`config.mk`:
```
export PLATFORM = sky130hd
export DESIGN_NAME = cdc_handshake_tx
export DESIGN_NICKNAME = d
export VERILOG_FILES = /design/src/rtl/cdc_handshake_tx.sv
export SDC_FILE = /design/constraint.sdc
export NUM_CORES = 1
export LEC_CHECK = 0
export CELL_PAD_IN_SITES_DETAIL_PLACEMENT = 0
export CELL_PAD_IN_SITES_GLOBAL_PLACEMENT = 2
export CORE_MARGIN = 2
export CORE_UTILIZATION = 31
export DETAILED_ROUTE_END_ITERATION = 7
export GPL_ROUTABILITY_DRIVEN = 0
export PLACE_DENSITY_LB_ADDON = 0.05
export SLEW_MARGIN = 25
export SYNTH_ARGS = -nofsm -noshare
export SYNTH_HDL_FRONTEND = slang
export SYNTH_SLANG_ARGS = --single-unit
```
`constraint.sdc`:
```
create_clock -name CLOCK -period 4.9 [get_ports CLOCK]
set_input_delay 0.98 -clock CLOCK [delete_from_list [all_inputs] [get_ports CLOCK]]
set_output_delay 0.98 -clock CLOCK [all_outputs]
set_load 0.02 [all_outputs]
```
`src/rtl/cdc_handshake_tx.sv`:
```
// Source side of a 4-phase req/ack clock-domain crossing: holds one data word
// on a registered bus while the request/acknowledge handshake completes.
module cdc_handshake_tx #(
  parameter int DATA_W      = 8,
  parameter int SYNC_STAGES = 2
) (
  input  logic              CLOCK,
  input  logic              RESETN,
  input  logic              s_valid,
  input  logic [DATA_W-1:0] s_data,
  output logic              s_ready,
  output logic              xfer_req,
  output logic [DATA_W-1:0] xfer_data,
  input  logic              xfer_ack,
  output logic              busy,
  output logic              done,
  output logic [15:0]       xfer_cnt,
  output logic              proto_err
);

  typedef enum logic [1:0] {IDLE, REQ_HI, REQ_LO} state_t;

  state_t                 state_q, state_d;
  logic [SYNC_STAGES-1:0] ack_pipe;
  logic                   ack_sync;
  logic                   accept, ack_seen, ack_gone, ack_err;

  // Only the last flop of this chain may be looked at by any other logic.
  always_ff @(posedge CLOCK or negedge RESETN)
    if (!RESETN) ack_pipe <= '0;
    else         ack_pipe <= {ack_pipe[SYNC_STAGES-2:0], xfer_ack};

  assign ack_sync = ack_pipe[SYNC_STAGES-1];

  // A stale ack left high in IDLE must drain before a new request goes out.
  assign s_ready  = (state_q == IDLE) && !ack_sync;
  assign busy     = (state_q != IDLE);
  assign accept   = s_valid && s_ready;
  assign ack_seen = (state_q == REQ_HI) && ack_sync;
  assign ack_gone = (state_q == REQ_LO) && !ack_sync;
  assign ack_err  = (state_q == IDLE) && ack_sync;

  always_ff @(posedge CLOCK or negedge RESETN)
    if (!RESETN) state_q <= IDLE;
    else         state_q <= state_d;

  always_comb begin
    state_d = state_q;
    case (state_q)
      IDLE:    if (accept)   state_d = REQ_HI;
      REQ_HI:  if (ack_seen) state_d = REQ_LO;
      REQ_LO:  if (ack_gone) state_d = IDLE;
      default:               state_d = IDLE;
    endcase
  end

  // xfer_req comes straight off a flop so the far domain never sees a glitch.
  always_ff @(posedge CLOCK or negedge RESETN)
    if (!RESETN) begin
      xfer_req  <= 1'b0;
      xfer_data <= '0;
      done      <= 1'b0;
      xfer_cnt  <= 16'h0000;
      proto_err <= 1'b0;
    end else begin
      done <= 1'b0;
      if (accept) begin
        xfer_req  <= 1'b1;
        xfer_data <= s_data;
      end
      if (ack_seen) xfer_req <= 1'b0;
      if (ack_gone) begin
        done     <= 1'b1;
        xfer_cnt <= xfer_cnt + 16'd1;
      end
      if (ack_err) proto_err <= 1'b1;
    end

endmodule

```
# After elaboration in Yosys (flattened, before gate mapping)
# Index checks and enable logic that the tools add are counted.
dict set report totals {
  register_bits 31
  latchBits 0
  ram_bits 0
  rom_bits 0
  input_bits 12
  word_cells 30
  n_memories 0
}
dict set report op_classes {
  addsub 1
  mul 0
  div 0
  magnitude_cmp 0
  eq_ne 5
  shift 0
  n_mux 7
  bitwise 0
  reduce_logical 10
}
# operator count
set op_table {}
lappend op_table {{$add 16x1->16 const B} 1}
lappend op_table {{$mux 2} 3}
lappend op_table {{$ne 2x2->1 const B} 3}
lappend op_table {{$pmux 2 s3} 1}
lappend op_table {{$logic_and 1x1->1} 5}
lappend op_table {{$reduce_bool 2->1} 2}
lappend op_table {{$mux 1} 3}
lappend op_table {{$reduce_and 3->1} 1}
lappend op_table {{$eq 2x1->1 const B} 1}
lappend op_table {{$eq 2x2->1 const B} 1}
lappend op_table {{$logic_not 2->1} 1}
lappend op_table {{$logic_not 1->1} 1}

# Longest topological paths before layout
# Gate-level depths: netlist of run 1.
dict set report depth {
  ltp_word 5
  depth_mapped 5
}

# Least setup slack after synthesis of run 1
# No wires, ideal clock.
dict set report synth_timing {
  path_type {flip-flop to output port}
  start {register state_q[0]}
  end {output s_ready}
  arrival_ns 1.077
  required_time_ns 3.920
  slack_ns 2.843
  stages_incl_launch_ff 3
  n_path_buf 0
  cell_sequence {dfrtp_1 -> or2_1 -> nor2_1}
}
dict set report synth_via {
  elab_chain_len 2
}
# element line_no
set synth_lines {}
lappend synth_lines {{start: declaration} 23} ;# state_t state_q, state_d;
lappend synth_lines {{start signal: assignment} 45} ;# else state_q <= state_d;
lappend synth_lines {{$logic_not 2->1} 36} ;# assign s_ready = (state_q == IDLE) && !ack_sync;
lappend synth_lines {{$logic_and 1x1->1} 36}
lappend synth_lines {{end: declaration} 11} ;# output logic s_ready,
# No other way between the ends.

# Worst setup path after layout of run 1
# Same ends and word-level chain as after synthesis.

==> qor.csv, run 1 <==
metric,value,unit
timing.max_slew.rel_slack,0.626,
hold_path_end,ack_pipe[1]$_DFF_PN0_,
drt_iter0_markers,21,
dp_worst_setup_slack,2490,ps
place_hpwl,1780,um
multiInputGateArea,468,um^2
yosysWarnings,0,
vias_per_cell,4.44,
start_kind,register,
final.setup_skew,5.94,ps
hold_class,reg2reg,
synth-seq-cells,31,
critPathRequiredTime,3920,ps
async_reset_ff_frac,1.00,
worstHoldStart,ack_pipe[0]$_DFF_PN0_,
clk-insertion-delay-late,280,ps
cts-hold-fix-buffers,0,
fin_worst_hold_slack,349,ps
grt-ovfl-total,0,
dp.cells,189,
synth_nets,112,
period_needed,2700,ps
power_per_standard_cell_area,407,nW/um^2
critical_path.max_fanout,6,
fin_setup_tns,0,ps
timing.max_cap.violations,0,
pin_count_of_the_biggest_net_entering_global_routing,32,
final.fill_count,369,
synth_top_area_share,0.614,
outcome,finished clean,
timing.fmax,0.370,GHz
num-nets-final,159,
cts-buffers-inserted,5,
htreeDepth,2,
clockBufferDepth,2,
io_pins,41,
syn_area_per_cell,12.8,um^2
antenna_found_initial,0,
cp_data_arrival_time,1720,ps
rows,23,
antennaDiodeCount,0,
drc,0,
r2r_start,xfer_cnt[4]$_DFFE_PN0P_,
net-switching-power,0.000216,W
finish.cell_count_without_fillers,197,
synth_enable_flop_cells,0,
tritoncts,built,
synth.yosys.seq_area_share,0.614,
setup_ws,2200,ps
critPathCaptureType,output port,
wl_per_cell,12.3,um
yosys.cell_count.top_type,sky130_fd_sc_hd__dfrtp_1,
cts_post_setup_buffers_inserted,0,
postRouteAntennaNets,0,
internal_power,0.000528,W
effective_utilization_at_floorplan,0.318,
via_count_of_the_first_global_routing_pass,877,
seq_power_share,0.442,
area_taken_by_flip_flops_and_latches,776,um^2
ys_top_cells_by_area,"sky130_fd_sc_hd__dfrtp_1 61%, sky130_fd_sc_hd__mux2_1 8.0%, sky130_fd_sc_hd__xnor2_1 7.6%",
final-hold-violation-count,0,
path_clk_slew,60,ps
first_pass_iters,3,
totalWireLength,2430,um
slew_viol_final,0,
clock_power_share,0.293,
reg2reg_setup_slack,3190,ps
die_area,4600,um^2
leakage,0.786,nW
cts_sinks,31,
power.share.switching,0.291,
timing.reg2reg.worst_path_depth,4,
worstReg2RegEnd,xfer_cnt[15]$_DFFE_PN0P_,
worst_hold_path.num_cells,0,
io_buffers,40,
post_synth_most_frequent_cells,"31 x sky130_fd_sc_hd__dfrtp_1, 11 x sky130_fd_sc_hd__xnor2_1, 9 x sky130_fd_sc_hd__mux2_1",
routed_vias,874,
synth_top_area_cell,sky130_fd_sc_hd__dfrtp_1,
prevailing_post_synth_register_cell,sky130_fd_sc_hd__dfrtp_1,
grt_util_all_layers,0.124,
transition_time_of_the_tightest_slew_check_pin,556,ps
largest_vdd_supply_drop,0.218,mV
fp.coreArea,3970,um^2
vertical_die_dimension,67.8,um
final_layout_size_suffix_gt1_frac,0.0748,
die_w,67.8,um
part_of_the_total_power_dissipated_in_combinational_logic,0.266,
cts_resized,0,
netlist-cell-type-count,24,
grt_setup_unrepaired,false,
utilization,0.461,
syn-cell-area,1260,um^2
area_delta_synth_final,44.8,%
wire_length_of_the_first_global_routing_pass,4000,um
setup.worst_path.class,reg2out,
number_of_setup_violations_in_the_final_report,0,
cts_root_buffer,sky130_fd_sc_hd__clkbuf_8,
netlist_instances,99,
layout_worst_path_cycle_share,0.551,
area by class of cell:
type                       count  share of cell area
timing repair buffer          41               0.223
multi-input combinational     63               0.256
clock buffer                   8              0.0547
inverter                       4             0.00821
tap                           50              0.0342
sequential                    31               0.424
state kept, by name (all words and copies together), names as in the netlist:
register and flops:
ack_pipe 2, done 1, proto_err 1, state_q 2, xfer_cnt 16, xfer_data 8, xfer_req 1
routing by layer:
layer  up-vias  routed length, um  track usage
met5         -                  0            0
met3         2                170       0.0559
met4         0                 21       0.0450
met2        24               1100        0.196
met1       422               1130        0.148
li1        426                  -            -
worst max-delay path by stage:
stage | start | endpoint | slack, ps
global route | state_q[0]$_DFFE_PN0P_ | s_ready | 2120
CTS | state_q[0]$_DFFE_PN0P_ | s_ready | 2180
detailed placement | state_q[0]$_DFFE_PN0P_ | s_ready | 2490
floorplan | state_q[0]$_DFFE_PN0P_ | s_ready | 2840
finish | state_q[0]$_DFFE_PN0P_ | s_ready | 2200
global placement | state_q[0]$_DFFE_PN0P_ | s_ready | 2510
kinds of logic after synthesis:
group,count (synthesis),synth area share
compound gates,5,0.0238
xor+xnor,16,0.111
fa+ha+maj,1,0.00990
buf+inv,5,0.0158
flops,31,0.614
mux,9,0.0802
simple gates,32,0.146
power groups by stage:
stage	logic (W)	clock network, W	registers (W)
final	0.000198	0.000218	0.000329
after floorplan	0.0000513	0	0.000375
after global routing	0.000213	0.000236	0.000336
after global placement	0.000198	0	0.000333
after detailed placement	0.000201	0	0.000334
after CTS	0.000202	0.000226	0.000329
stage by stage:
step	power [W]	cell area [um^2]
floorplan	0.000426	1260
global placement	0.000531	1730
detailed placement	0.000535	1730
CTS	0.000756	1830
global route	0.000785	1830
finish	0.000744	1830
placed cells by master (no fill, tap or decap), drive strengths merged:
cell type / netlist / final
nand2: 6 / 6
nand4: 2 / 2
clkbuf: 0 / 8
xnor2: 11 / 11
o21ai: 2 / 2
nor2: 7 / 7
o21bai: 1 / 1
nand4bb: 1 / 1
and2: 2 / 2
xor2: 5 / 5
or2: 3 / 3
buf: 1 / 1
dfrtp: 31 / 31
clkdlybuf4s50: 0 / 40
nor4: 2 / 2
and3: 1 / 1
nand3: 6 / 6
ha: 1 / 1
nor3: 1 / 1
or3b: 1 / 1
mux2: 9 / 9
a21oi: 1 / 1
o21a: 1 / 1
inv: 4 / 4
worst max-delay path, stage by stage (launching register included):
cell and delay [ps]:
sky130_fd_sc_hd__dfrtp_1 430, sky130_fd_sc_hd__or2_1 280, sky130_fd_sc_hd__nor2_1 120, sky130_fd_sc_hd__clkdlybuf4s50_1 620
(Power assumes the default switching activity.)
==> inputs of run 2 (changes only) <==
- CORE_UTILIZATION: 31 -> 28
- clock period: 4.9 -> 2.6 ns (I/O delays scaled with it)
==> run 2 against run 1 <==
Critical path type unchanged. Count of clock-buffer cells in the layout down 2. Final cell count increased by 0.51%. Hold slack better by 6.2 ps. Largest cell class unchanged. Global-route usage shrank 1.0 points. Worst setup slack worse by 1900 ps. Via count is 1.1% higher.
==> qor.csv, run 2 (synthesis results as in run 1) <==
metric,value,unit
io_pins,41,
area_taken_by_flip_flops_and_latches,776,um^2
htreeDepth,2,
die_area,5070,um^2
largest_vdd_supply_drop,0.363,mV
cts_root_buffer,sky130_fd_sc_hd__clkbuf_8,
fin_worst_hold_slack,355,ps
slew_viol_final,0,
registers.top_by_ff_count,xfer_cnt,
multiInputGateArea,468,um^2
final_layout_size_suffix_gt1_frac,0.0753,
grt-ovfl-total,0,
critPathRequiredTime,2080,ps
area_delta_synth_final,44.0,%
cts_resized,0,
cts_sinks,31,
wl_per_cell,12.9,um
pin_count_of_the_biggest_net_entering_global_routing,32,
die_w,71.2,um
grt_use_met1,0.150,
worstReg2RegEnd,xfer_cnt[15]$_DFFE_PN0P_,
layout_worst_path_cycle_share,0.868,
worstHoldStart,ack_pipe[0]$_DFF_PN0_,
first_pass_iters,2,
routed_vias,884,
path_clk_slew,60,ps
timing.max_cap.violations,0,
tritoncts,built,
finalPower,0.00137,W
max_stage_delay,610,ps
grtUsageMet3,0.0499,
setup.worst_path.class,reg2out,
place_hpwl,1820,um
effective_utilization_at_floorplan,0.290,
final.fill_count,413,
cts_post_setup_buffers_inserted,0,
timing.max_slew.rel_slack,0.633,
antennaDiodeCount,0,
vertical_die_dimension,71.2,um
clockBufferDepth,2,
final.setup_skew,7.26,ps
cp_data_arrival_time,1740,ps
largest_reg_flops,16,
hold_path_end,ack_pipe[1]$_DFF_PN0_,
period_needed,2260,ps
worst_hold_path.num_cells,0,
biggestRegsByFlops,"xfer_cnt: 16 flops, xfer_data: 8 flops",
power_per_standard_cell_area,753,nW/um^2
reg2reg_setup_slack,890,ps
postRouteAntennaNets,0,
vias_per_cell,4.46,
drt_iter0_markers,36,
leakage,0.782,nW
path_cells,"or2_1, nor2_1, clkdlybuf4s50_1",
transition_time_of_the_tightest_slew_check_pin,546,ps
grt_util_all_layers,0.113,
critical_path.max_fanout,6,
antenna_found_initial,0,
r2r_start,xfer_cnt[4]$_DFFE_PN0P_,
cts-hold-fix-buffers,0,
layout.cells.most_common_list,"40 x sky130_fd_sc_hd__clkdlybuf4s50_1, 31 x sky130_fd_sc_hd__dfrtp_1, 11 x sky130_fd_sc_hd__xnor2_1, 9 x sky130_fd_sc_hd__mux2_1, 7 x sky130_fd_sc_hd__nor2_1",
hold_class,reg2reg,
fp.coreArea,4350,um^2
worst_path_max_delay_cell,sky130_fd_sc_hd__clkdlybuf4s50_1,
io_buffers,40,
rows,24,
grt_setup_unrepaired,false,
wire_length_of_the_first_global_routing_pass,4340,um
timing.fmax,0.443,GHz
cp.buffers_inverters,1,
timing.reg2reg.worst_path_depth,4,
clk-insertion-delay-late,280,ps
via_count_of_the_first_global_routing_pass,881,
final-hold-violation-count,0,
start_kind,register,
drc,0,
critPathCaptureType,output port,
critical_path.top_delay_family,buffers and inverters,
fin_setup_tns,0,ps
global_route.usage.met2,0.159,
cts-buffers-inserted,5,
gr-max-usage-layer,met2,
layout_commonest_cell,sky130_fd_sc_hd__clkdlybuf4s50_1,
outcome,finished clean,
num-nets-final,159,
number_of_setup_violations_in_the_final_report,0,
totalWireLength,2560,um
## run 2: changes by cell type in the layout (fill, tap and decap cells not counted), sizes merged
cell,previous run,this run
clkbuf,8,6
clkinv,0,1
## run 2: routing by layer
| metal | part of all wire | routed length, um | vias to the layer above |
|---|---|---|---|
| li1 | - | - | 423 |
| met5 | 0 | 0 | - |
| met1 | 0.51 | 1310 | 428 |
| met3 | 0.059 | 150 | 6 |
| met2 | 0.41 | 1050 | 27 |
| met4 | 0.016 | 42 | 0 |
## run 2: layout make-up
cell class,instances,area share
clock inverters,1,0.00275
flip-flops and latches,31,0.426
inverters,4,0.00825
well taps,52,0.0358
repair buffers,41,0.224
clock buffers,6,0.0454
multi-input cells,63,0.257
## run 2: through the flow
stage | setup WS [ps] | area [um^2] | cells | utilization
5_1_grt | 255 | 1820 | 198 | 0.418
6_report | 342 | 1820 | 198 | 0.418
3_3_place_gp | 674 | 1730 | 191 | 0.398
3_5_place_dp | 624 | 1730 | 191 | 0.398
4_1_cts | 311 | 1820 | 198 | 0.418
2_1_floorplan | 718 | 1260 | 99 | -
## run 2: worst reg2reg max path, cell delays in order, from the launching register on
cell,delay [ps]
sky130_fd_sc_hd__dfrtp_1,450
sky130_fd_sc_hd__nand4_1,240
sky130_fd_sc_hd__nor4_1,580
sky130_fd_sc_hd__nand4_1,180
sky130_fd_sc_hd__xnor2_1,150
## run 2: how the worst max path moves through the flow
stage,from,endpoint,slack [ps],cells past startpoint
after global routing,state_q[0]$_DFFE_PN0P_,s_ready,260,3
after CTS,state_q[0]$_DFFE_PN0P_,s_ready,310,3
final,state_q[0]$_DFFE_PN0P_,s_ready,340,3
after detailed placement,state_q[0]$_DFFE_PN0P_,s_ready,620,3
after global placement,state_q[0]$_DFFE_PN0P_,s_ready,670,3
after floorplan,state_q[0]$_DFFE_PN0P_,xfer_data[0]$_DFFE_PN0P_,720,5
## run 2: power by group
| group | switching, W | total [W] | internal [W] |
|---|---|---|---|
| Clock | 0.000170 | 0.000377 | 0.000207 |
| Sequential | 0.0000684 | 0.000625 | 0.000556 |
| Combinational | 0.000171 | 0.000368 | 0.000197 |
| Total | 0.000410 | 0.00137 | 0.000960 |
